## src/rtl/input_buffer_mc_if.sv

```systemverilog
// Vector enqueue, config and replayed-output signals of input_buffer_mc.
// The master drives enqueue/config, the slave (the buffer) drives the replay outputs.
interface input_buffer_mc_if #(
  parameter int N          = 8,
  parameter int DATA_WIDTH = 32,
  parameter int IB_DEPTH   = 4,
  parameter int MAX_CHAINS = 4
);
  logic                            enqueue;
  logic                            eof_in;
  logic                            tracing;
  logic                            config_en;
  logic [7:0]                      configId;
  logic [7:0]                      configData;
  logic [N*DATA_WIDTH-1:0]         vector_in;
  logic                            ready_out;
  logic                            valid_out;
  logic                            bof_out;
  logic                            eof_out;
  logic [N*DATA_WIDTH-1:0]         vector_out;
  logic [$clog2(MAX_CHAINS)-1:0]   chainId_out;
  logic [$clog2(IB_DEPTH+1)-1:0]   occupancy;
  logic [15:0]                     drop_count;

  modport master (
    output enqueue, eof_in, tracing, config_en, configId, configData, vector_in,
    input  ready_out, valid_out, bof_out, eof_out, vector_out, chainId_out, occupancy, drop_count
  );

  modport slave (
    input  enqueue, eof_in, tracing, config_en, configId, configData, vector_in,
    output ready_out, valid_out, bof_out, eof_out, vector_out, chainId_out, occupancy, drop_count
  );
endinterface

```

## src/rtl/input_buffer_mc.sv

```systemverilog
// Vector queue replaying each dequeued vector valid_chains times; accept-to-first-beat latency 2 cycles.
// Full queue stalls via ready_out (OVERFLOW_MODE=0) or drops and counts (OVERFLOW_MODE=1).
module input_buffer_mc #(
  parameter int N              = 8,
  parameter int DATA_WIDTH     = 32,
  parameter int IB_DEPTH       = 4,
  parameter int MAX_CHAINS     = 4,
  parameter int OVERFLOW_MODE  = 0,
  parameter int CONFIG_ID      = 0,
  parameter int INITIAL_CHAINS = 1
) (
  input  logic                clk,
  input  logic                reset_n,
  input_buffer_mc_if.slave    bus
);
  localparam int VW = N * DATA_WIDTH;
  localparam int PW = $clog2(IB_DEPTH);
  localparam int OW = $clog2(IB_DEPTH + 1);
  localparam int CW = $clog2(MAX_CHAINS);
  localparam int KW = $clog2(MAX_CHAINS + 1);

  typedef struct packed {
    logic          eof;
    logic [VW-1:0] vec;
  } entry_t;

  entry_t          mem_q [IB_DEPTH];
  logic [PW-1:0]   wr_ptr_q, wr_ptr_d;
  logic [PW-1:0]   rd_ptr_q, rd_ptr_d;
  logic [OW-1:0]   occ_q, occ_d;
  logic [CW-1:0]   chain_q, chain_d;
  logic [KW-1:0]   vc_q, vc_d;
  logic [KW-1:0]   pend_q, pend_d;
  logic [15:0]     drop_q, drop_d;
  logic            valid_q, valid_d;
  logic            bof_q, bof_d;
  logic            eof_q, eof_d;
  logic [VW-1:0]   vec_q, vec_d;
  logic [CW-1:0]   cid_q, cid_d;
  logic            frame_start_q, frame_start_d;

  logic            full, deq, acc, drop_inc;
  logic [KW-1:0]   vc_eff;
  logic [KW-1:0]   chain_inc;
  entry_t          head;

  function automatic logic [KW-1:0] clamp_chains(input logic [7:0] d);
    if (d == 8'd0) begin
      return KW'(1);
    end else if (int'(d) > MAX_CHAINS) begin
      return KW'(MAX_CHAINS);
    end else begin
      return KW'(d);
    end
  endfunction

  assign full      = (occ_q == OW'(IB_DEPTH));
  assign deq       = (chain_q == '0) && (occ_q != '0);
  assign acc       = bus.enqueue && bus.tracing && (!full || deq);
  assign drop_inc  = bus.enqueue && bus.tracing && !acc;
  // A pending chain count only becomes live between vectors, so a replay keeps its length.
  assign vc_eff    = (chain_q == '0) ? pend_q : vc_q;
  assign chain_inc = KW'(chain_q) + KW'(1);
  assign head      = mem_q[rd_ptr_q];

  always_comb begin
    wr_ptr_d      = wr_ptr_q;
    rd_ptr_d      = rd_ptr_q;
    occ_d         = occ_q + OW'(acc) - OW'(deq);
    chain_d       = '0;
    vc_d          = vc_eff;
    pend_d        = pend_q;
    drop_d        = drop_q;
    valid_d       = deq || (chain_q != '0);
    bof_d         = bof_q;
    eof_d         = eof_q;
    vec_d         = vec_q;
    cid_d         = chain_q;
    frame_start_d = frame_start_q;

    if (acc) begin
      wr_ptr_d = wr_ptr_q + PW'(1);
    end
    if (drop_inc && (drop_q != 16'hFFFF)) begin
      drop_d = drop_q + 16'd1;
    end
    if (bus.config_en && (bus.configId == 8'(CONFIG_ID))) begin
      pend_d = clamp_chains(bus.configData);
    end

    if (chain_q != '0) begin
      chain_d = (chain_inc == vc_q) ? '0 : CW'(chain_inc);
    end else if (deq) begin
      chain_d = (vc_eff > KW'(1)) ? CW'(1) : '0;
    end

    if (deq) begin
      rd_ptr_d      = rd_ptr_q + PW'(1);
      vec_d         = head.vec;
      eof_d         = head.eof;
      bof_d         = frame_start_q;
      frame_start_d = head.eof;
    end
  end

  always_ff @(posedge clk) begin
    if (!reset_n) begin
      wr_ptr_q      <= '0;
      rd_ptr_q      <= '0;
      occ_q         <= '0;
      chain_q       <= '0;
      vc_q          <= KW'(INITIAL_CHAINS);
      pend_q        <= KW'(INITIAL_CHAINS);
      drop_q        <= '0;
      valid_q       <= 1'b0;
      bof_q         <= 1'b0;
      eof_q         <= 1'b0;
      vec_q         <= '0;
      cid_q         <= '0;
      frame_start_q <= 1'b1;
    end else begin
      wr_ptr_q      <= wr_ptr_d;
      rd_ptr_q      <= rd_ptr_d;
      occ_q         <= occ_d;
      chain_q       <= chain_d;
      vc_q          <= vc_d;
      pend_q        <= pend_d;
      drop_q        <= drop_d;
      valid_q       <= valid_d;
      bof_q         <= bof_d;
      eof_q         <= eof_d;
      vec_q         <= vec_d;
      cid_q         <= cid_d;
      frame_start_q <= frame_start_d;
    end
  end

  // Storage is deliberately left out of reset.
  always_ff @(posedge clk) begin
    if (reset_n && acc) begin
      mem_q[wr_ptr_q] <= '{eof: bus.eof_in, vec: bus.vector_in};
    end
  end

  assign bus.ready_out   = (OVERFLOW_MODE != 0) ? 1'b1 : !full;
  assign bus.valid_out   = valid_q;
  assign bus.bof_out     = bof_q;
  assign bus.eof_out     = eof_q;
  assign bus.vector_out  = vec_q;
  assign bus.chainId_out = cid_q;
  assign bus.occupancy   = occ_q;
  assign bus.drop_count  = drop_q;
endmodule
```

## src/flat_wrapper.sv

```systemverilog
// flat-port wrapper written by rule: the top's interface ports become plain ports
module input_buffer_mc_flat 
#(
  parameter int N              = 8,
  parameter int DATA_WIDTH     = 32,
  parameter int IB_DEPTH       = 4,
  parameter int MAX_CHAINS     = 4,
  parameter int OVERFLOW_MODE  = 0,
  parameter int CONFIG_ID      = 0,
  parameter int INITIAL_CHAINS = 1
)
  (clk, reset_n, bus_enqueue, bus_eof_in, bus_tracing, bus_config_en, bus_configId, bus_configData, bus_vector_in, bus_ready_out, bus_valid_out, bus_bof_out, bus_eof_out, bus_vector_out, bus_chainId_out, bus_occupancy, bus_drop_count);
  input_buffer_mc_if #(.N(N), .DATA_WIDTH(DATA_WIDTH), .IB_DEPTH(IB_DEPTH), .MAX_CHAINS(MAX_CHAINS)) bus_i ();
  input  logic clk;
  input  logic reset_n;
  input wire logic [$bits(bus_i.enqueue)-1:0] bus_enqueue;
  input wire logic [$bits(bus_i.eof_in)-1:0] bus_eof_in;
  input wire logic [$bits(bus_i.tracing)-1:0] bus_tracing;
  input wire logic [$bits(bus_i.config_en)-1:0] bus_config_en;
  input wire logic [$bits(bus_i.configId)-1:0] bus_configId;
  input wire logic [$bits(bus_i.configData)-1:0] bus_configData;
  input wire logic [$bits(bus_i.vector_in)-1:0] bus_vector_in;
  output wire logic [$bits(bus_i.ready_out)-1:0] bus_ready_out;
  output wire logic [$bits(bus_i.valid_out)-1:0] bus_valid_out;
  output wire logic [$bits(bus_i.bof_out)-1:0] bus_bof_out;
  output wire logic [$bits(bus_i.eof_out)-1:0] bus_eof_out;
  output wire logic [$bits(bus_i.vector_out)-1:0] bus_vector_out;
  output wire logic [$bits(bus_i.chainId_out)-1:0] bus_chainId_out;
  output wire logic [$bits(bus_i.occupancy)-1:0] bus_occupancy;
  output wire logic [$bits(bus_i.drop_count)-1:0] bus_drop_count;
  assign bus_i.enqueue = bus_enqueue;
  assign bus_i.eof_in = bus_eof_in;
  assign bus_i.tracing = bus_tracing;
  assign bus_i.config_en = bus_config_en;
  assign bus_i.configId = bus_configId;
  assign bus_i.configData = bus_configData;
  assign bus_i.vector_in = bus_vector_in;
  assign bus_ready_out = bus_i.ready_out;
  assign bus_valid_out = bus_i.valid_out;
  assign bus_bof_out = bus_i.bof_out;
  assign bus_eof_out = bus_i.eof_out;
  assign bus_vector_out = bus_i.vector_out;
  assign bus_chainId_out = bus_i.chainId_out;
  assign bus_occupancy = bus_i.occupancy;
  assign bus_drop_count = bus_i.drop_count;
  input_buffer_mc #(.N(N), .DATA_WIDTH(DATA_WIDTH), .IB_DEPTH(IB_DEPTH), .MAX_CHAINS(MAX_CHAINS), .OVERFLOW_MODE(OVERFLOW_MODE), .CONFIG_ID(CONFIG_ID), .INITIAL_CHAINS(INITIAL_CHAINS)) u_core (.clk(clk), .reset_n(reset_n), .bus(bus_i));
endmodule
```

## config.mk

```make
export PLATFORM = sky130hd
export DESIGN_NAME = input_buffer_mc_flat
export DESIGN_NICKNAME = d
export VERILOG_FILES = /design/src/rtl/input_buffer_mc_if.sv /design/src/rtl/input_buffer_mc.sv /design/src/flat_wrapper.sv
export SDC_FILE = /design/constraint.sdc
export NUM_CORES = 1
export LEC_CHECK = 0
export ABC_AREA = 1
export CORE_AREA = 2 2 295 297
export CTS_BUF_LIST = sky130_fd_sc_hd__clkbuf_16
export DETAILED_ROUTE_END_ITERATION = 10
export DIE_AREA = 0 0 297 299
export DONT_BUFFER_PORTS = 1
export MAX_ROUTING_LAYER = met4
export PLACE_DENSITY_LB_ADDON = 0.12
export SETUP_SLACK_MARGIN = 0.02
export SLEW_MARGIN = 0
export SYNTH_ARGS = -nofsm -noshare
export SYNTH_HDL_FRONTEND = slang
export SYNTH_SLANG_ARGS = --single-unit
```

## constraint.sdc

```tcl
create_clock -name clk -period 15.4 [get_ports clk]
set_clock_uncertainty 0.1 [all_clocks]
set_input_delay 2.31 -clock clk [delete_from_list [all_inputs] [get_ports clk]]
set_output_delay 2.31 -clock clk [all_outputs]
set_load 0.005 [all_outputs]
```

### Word level (Yosys, flattened, before mapping)

Memories as Yosys holds them, arrays and structs flattened. A register that Yosys moved wholly into a read port is not among the register bits.
Cells that the tools add are included.

| operators by class | value |
|---|---|
| add/subtract/negate cells | 6 |
| multiply operators | 0 |
| divide/modulo/power cells | 0 |
| order comparisons | 2 |
| equality and inequality tests | 3 |
| shift-type cells | 0 |
| multiplexer cells | 11 |
| bitwise logic cells | 0 |
| reductions and logical operators | 16 |

Operators with widths:

| cell | count |
|---|---|
| adder 16 x 1 -> 16 bit, second input constant | 1 |
| zero test 8 bit | 2 |
| != test 16 bit, second input constant | 1 |
| two-way mux 2 bit | 5 |
| two-way mux 3 bit | 3 |
| > comparator 8 x 3 -> 1 bit, second input constant | 1 |
| logical AND 1 bit | 7 |
| adder 2 x 1 -> 2 bit, second input constant | 2 |
| adder 2 x 1 -> 3 bit, second input constant | 1 |
| adder 3 x 1 -> 3 bit | 1 |
| == test 3 bit | 1 |
| == test 3 bit, second input constant | 1 |
| > comparator 3 x 1 -> 1 bit, second input constant | 1 |
| two-way mux 1 bit | 3 |
| nonzero test 3 bit | 1 |
| subtractor 3 x 1 -> 3 bit | 1 |
| zero test 1 bit | 2 |
| zero test 2 bit | 1 |
| logical OR 1 bit | 2 |
| nonzero test 2 bit | 1 |

| word-level totals | value |
|---|---|
| flip-flop bits (word level) | 293 |
| latch bits | 0 |
| RAM bits | 1028 |
| ROM bits | 0 |
| input bits | 278 |
| output and inout bits | 281 |
| logic and storage cells | 52 |
| memories kept | 1 |

Memories:

| memory | words | bits a word | read ports | clocked after Yosys merged registers in | wr ports | RTL line | RTL |
|---|---|---|---|---|---|---|---|
| u_core.mem_q | 4 | 257 | 1 | 1 | 1 | input_buffer_mc.sv:27 | `entry_t mem_q [IB_DEPTH];` |

### Depth between registers and ports, before layout

| logic depth | value |
|---|---|
| depth in word-level cells | 7 |
| gate-level depth with buffers | 14 |
| gate-level depth less buffers | 12 |

### Worst setup path after synthesis

No wires, ideal clock.

| timing path | value |
|---|---|
| path type | input to register |
| start point | input reset_n |
| end point | memory u_core.mem_q[0][0] (netlist bit), enable pin |
| library setup time | 880 ps |
| data arrival time | 13612 ps |
| required time | 14420 ps |
| slack | 808 ps |
| stages | 5 |
| buffers on the path | 3 |
| cells stage by stage | buf_2 -> buf_2 -> clkbuf_1 -> nand2_1 -> nor2_1 |

| on the way | value |
|---|---|
| cells in the longest elaborated chain, start to end | 3 |

RTL lines:

| what | RTL line | RTL |
|---|---|---|
| from (decl) | flat_wrapper.sv:15 | `input logic reset_n;` |
| logical AND 1 bit | input_buffer_mc.sv:140 | `if (reset_n && acc) begin` |
| two-way mux 1 bit | input_buffer_mc.sv:140 |  |
| two-way mux 1 bit (not written as such) | input_buffer_mc.sv:141 | `mem_q[wr_ptr_q] <= '{eof: bus.eof_in, vec: bus.vector_in};` |
| to (decl) | input_buffer_mc.sv:27 |  |

Every way passes these cells.

### Worst setup path after layout

| timing path | value |
|---|---|
| start point | input bus_enqueue |
| end point | memory u_core.mem_q[3][80] (netlist bit), enable pin |

| on the way | value |
|---|---|
| cells in the longest elaborated chain, start to end | 5 |

RTL lines:

| what | RTL line | RTL |
|---|---|---|
| from (decl) | flat_wrapper.sv:16 | `input wire logic [$bits(bus_i.enqueue)-1:0] bus_enqueue;` |
| logical AND 1 bit (2 in a row) | input_buffer_mc.sv:59 | `assign acc = bus.enqueue && bus.tracing && (!full \|\| deq);` |
| logical AND 1 bit | input_buffer_mc.sv:140 |  |
| two-way mux 1 bit | input_buffer_mc.sv:140 |  |
| two-way mux 1 bit (not written as such) | input_buffer_mc.sv:141 |  |

Every way passes these cells.

==> impl_metrics.env <==
export IMPL_synth_seq_cells=1323
export IMPL_setup_violations=0
export IMPL_grt_total_usage=0.263
export IMPL_yosysWarningCount=0
export IMPL_clock_sinks=1323
export IMPL_overflow=0
export IMPL_grt_max_degree=277
export IMPL_seq_area_frac_synth=0.759
export IMPL_syn_nets=4167
export IMPL_path_cells="nand2_1 -> inv_1 -> nand2_1 -> inv_1 -> nand2_1 -> nor2_4 -> buf_4 -> buf_4 -> buf_4"
export IMPL_fin_crit_ns=5.89
export IMPL_yosysTopAreaCell="edfxtp_1"
export IMPL_maxCapViolations=0
export IMPL_die_x_um=297
export IMPL_drcViolationCount=0
export IMPL_via_count=29500
export IMPL_drive_gt1_frac=0.0549
export IMPL_grt_pass1_vias=28700
export IMPL_dieArea_um2=88800
export IMPL_cts_inserted_buffers=136
export IMPL_crit_path_end_kind="flop"
export IMPL_clk_latency_ns=0.73
export IMPL_hp_class="reg -> reg"
export IMPL_synth_edf_count=1028
export IMPL_cts_clk_slew_worst_paths_ns=0.06
export IMPL_antenna_found_initial=1
export IMPL_leakage_nw=17.8
export IMPL_rsz0062_at_grt="false"
export IMPL_design_area_um2=53200
export IMPL_io_pins=559
export IMPL_totalWireLength_mm=115
export IMPL_die_y_um=299
export IMPL_synth_cell_types=33
export IMPL_ant_nets=0
export IMPL_tns_ns=0
export IMPL_synthArstFlopShare=0
export IMPL_cts_resized=0
export IMPL_initial_utilization=0.564
export IMPL_syn_to_final_growth_pct=9.67
export IMPL_cp_slowest_cell="buf_4"
export IMPL_cts_max_level=4
export IMPL_finalWeightedCongestion=0.831
export IMPL_critical_path_max_stage_delay_ns=0.93
export IMPL_avgRoutedWirePerCell_um=22.8
export IMPL_maxSlewHeadroom=0.130
export IMPL_dp_hpwl_mm=62.6
export IMPL_syn_avg_cell_area_um2=12.5
export IMPL_drt_initial_drc_count=2176
export IMPL_vias_per_cell=5.83
export IMPL_postPlaceCellArea_um2=49000
export IMPL_worstPathRequired_ns=15.64
export IMPL_fin_nets=4073
export IMPL_synth_top_cells_by_count="nor2_1 (1071), edfxtp_1 (1028), o21ai_0 (712)"
export IMPL_worstMarginPinSlew_ns=1.31
export IMPL_syn_cell_area_um2=48500
export IMPL_rows=108
export IMPL_path_class="in -> reg"
export IMPL_outcome="finished, final reports clean"
export IMPL_holdWs_ns=0.358
export IMPL_synth_cells=3878
export IMPL_yosysMostFrequentCell="nor2_1"
export IMPL_start_kind="input port"
export IMPL_dr_pass1_iters=6
export IMPL_cts_buffer_depth=3
export IMPL_period_share=0.382
export IMPL_hold_buffers=0
export IMPL_hold_violations=0
export IMPL_synth_top_area_share=0.637
export IMPL_cts_root_buf="clkbuf_16"
export IMPL_postCtsSetupBuffers=0
export IMPL_synth_area_leaders="edfxtp_1 (64%), dfxtp_1 (12%), nor2_1 (8.3%), o21ai_0 (7.4%), a31oi_1 (3.3%)"
export IMPL_cts_tree="built"
export IMPL_coreArea_um2=85900
export IMPL_grt_pass1_wl_mm=173
export IMPL_portBuffers=0
export IMPL_synth_ff_type="edfxtp_1"
export IMPL_arrival_ns=6.13
export IMPL_peakVddDrop_mv=0.106
export IMPL_p_per_area_nw_per_um2=181
export IMPL_cp_max_fo=67
export IMPL_max_freq_mhz=170
export IMPL_finalMaxSlewViolations=0
[path summary, 6_finish.rpt]
check / from / end / slack [ns] / depth (start not counted)
worst max register to register: u_core.chain_q[0] / u_core.mem_q[3][80] / 10.28 / 11
worst min register to register: u_core.chain_q[1] / u_core.bus.chainId_out[1] / 0.36 / 2
worst max-delay path: bus_enqueue / u_core.mem_q[3][80] / 9.51 / 9
worst min-delay path: u_core.chain_q[1] / u_core.bus.chainId_out[1] / 0.36 / 2
[critical path, delay by kind of cell]
| kind | cells | cell delay (ns) |
|---|---|---|
| buf+inv | 5 | 2.67 |
| simple gates | 4 | 0.98 |
[kinds of logic (layout without fill, tap and decap cells)]
group | count (synthesis) | after routing | synth area share
adders and majority gates | 11 | 11 | 0.00299
muxes | 2 | 2 | 0.000413
buffers and inverters | 299 | 316 | 0.0282
AOI/OAI and AO/OA | 1061 | 1061 | 0.116
and+or+nand+nor | 1172 | 1172 | 0.0919
xor gates and xnor gates | 10 | 10 | 0.00181
other | 0 | 1 | 0
DFF | 1323 | 1323 | 0.759
[cell usage in the layout, fill, tap and decap left out, types with 7 or more instances in the layout]
| cell | synthesis | final |
|---|---|---|
| buf_4 | 9 | 25 |
| dfxtp_1 | 295 | 293 |
| nand2_1 | 72 | 72 |
| inv_6 | 0 | 7 |
| o21ai_1 | 70 | 70 |
| o21ai_0 | 712 | 712 |
| edfxtp_1 | 1028 | 1028 |
| a31oi_1 | 256 | 256 |
| nand3_1 | 16 | 16 |
| a21oi_1 | 22 | 22 |
| clkinv_2 | 0 | 16 |
| clkinv_1 | 1 | 31 |
| nor2_1 | 1071 | 1067 |
| inv_1 | 33 | 80 |
| ha_1 | 10 | 10 |
| clkbuf_16 | 0 | 141 |
[report_power, final]
part	switching [mW]	leakage [nW]	internal (mW)
clock network	1.30	2.20	1.72
registers	0.459	11.7	4.26
logic	1.36	3.88	0.537
[sequential cells by signal, indices dropped and copies added, names as in the netlist, named ones only]
| register | count |
|---|---|
| u_core.mem_q | 1028 |
| u_core.bus.vector_out | 256 |
| u_core.bus.drop_count | 16 |
| u_core.bus.occupancy | 3 |
| u_core.pend_q | 3 |
| u_core.vc_q | 3 |
| u_core.bus.chainId_out | 2 |
| u_core.chain_q | 2 |
| u_core.rd_ptr_q | 2 |
| u_core.wr_ptr_q | 2 |
| u_core.bus.bof_out | 1 |
| u_core.bus.eof_out | 1 |
| u_core.bus.valid_out | 1 |
| u_core.frame_start_q | 1 |
[final cells by class]
cell class,instances,area (um^2)
antenna,1,2.50
sequential,1323,36800
inverter,38,174
fill,6471,32800
clock inverter,108,599
tap,1155,1450
timing repair buffer,29,268
multi-input combinational,2256,10400
clock buffer,141,3530
[per-stage QoR]
| step | power, mW | setup slack [ns] | instances | util |
|---|---|---|---|---|
| final | 9.64 | 9.51 | 5051 | 0.619 |
| after global placement | 6.61 | 8.67 | 4801 | 0.571 |
| after detailed placement | 6.69 | 8.70 | 4801 | 0.571 |
| after global routing | 10.1 | 9.27 | 5051 | 0.619 |
| after floorplan | 6.08 | 0.808 | 3878 | - |
| after CTS | 9.70 | 9.48 | 5050 | 0.619 |
[per-layer routing]
| layer | global-route usage | vias up | share of wire |
|---|---|---|---|
| met2 | 0.423 | 1018 | 0.49 |
| met1 | 0.303 | 14500 | 0.38 |
| met4 | 0.0946 | 0 | 0.032 |
| met3 | 0.0993 | 192 | 0.10 |
| met5 | - | - | 0 |
| li1 | - | 13800 | - |
Note: power is estimated with default switching activity, not from simulation.
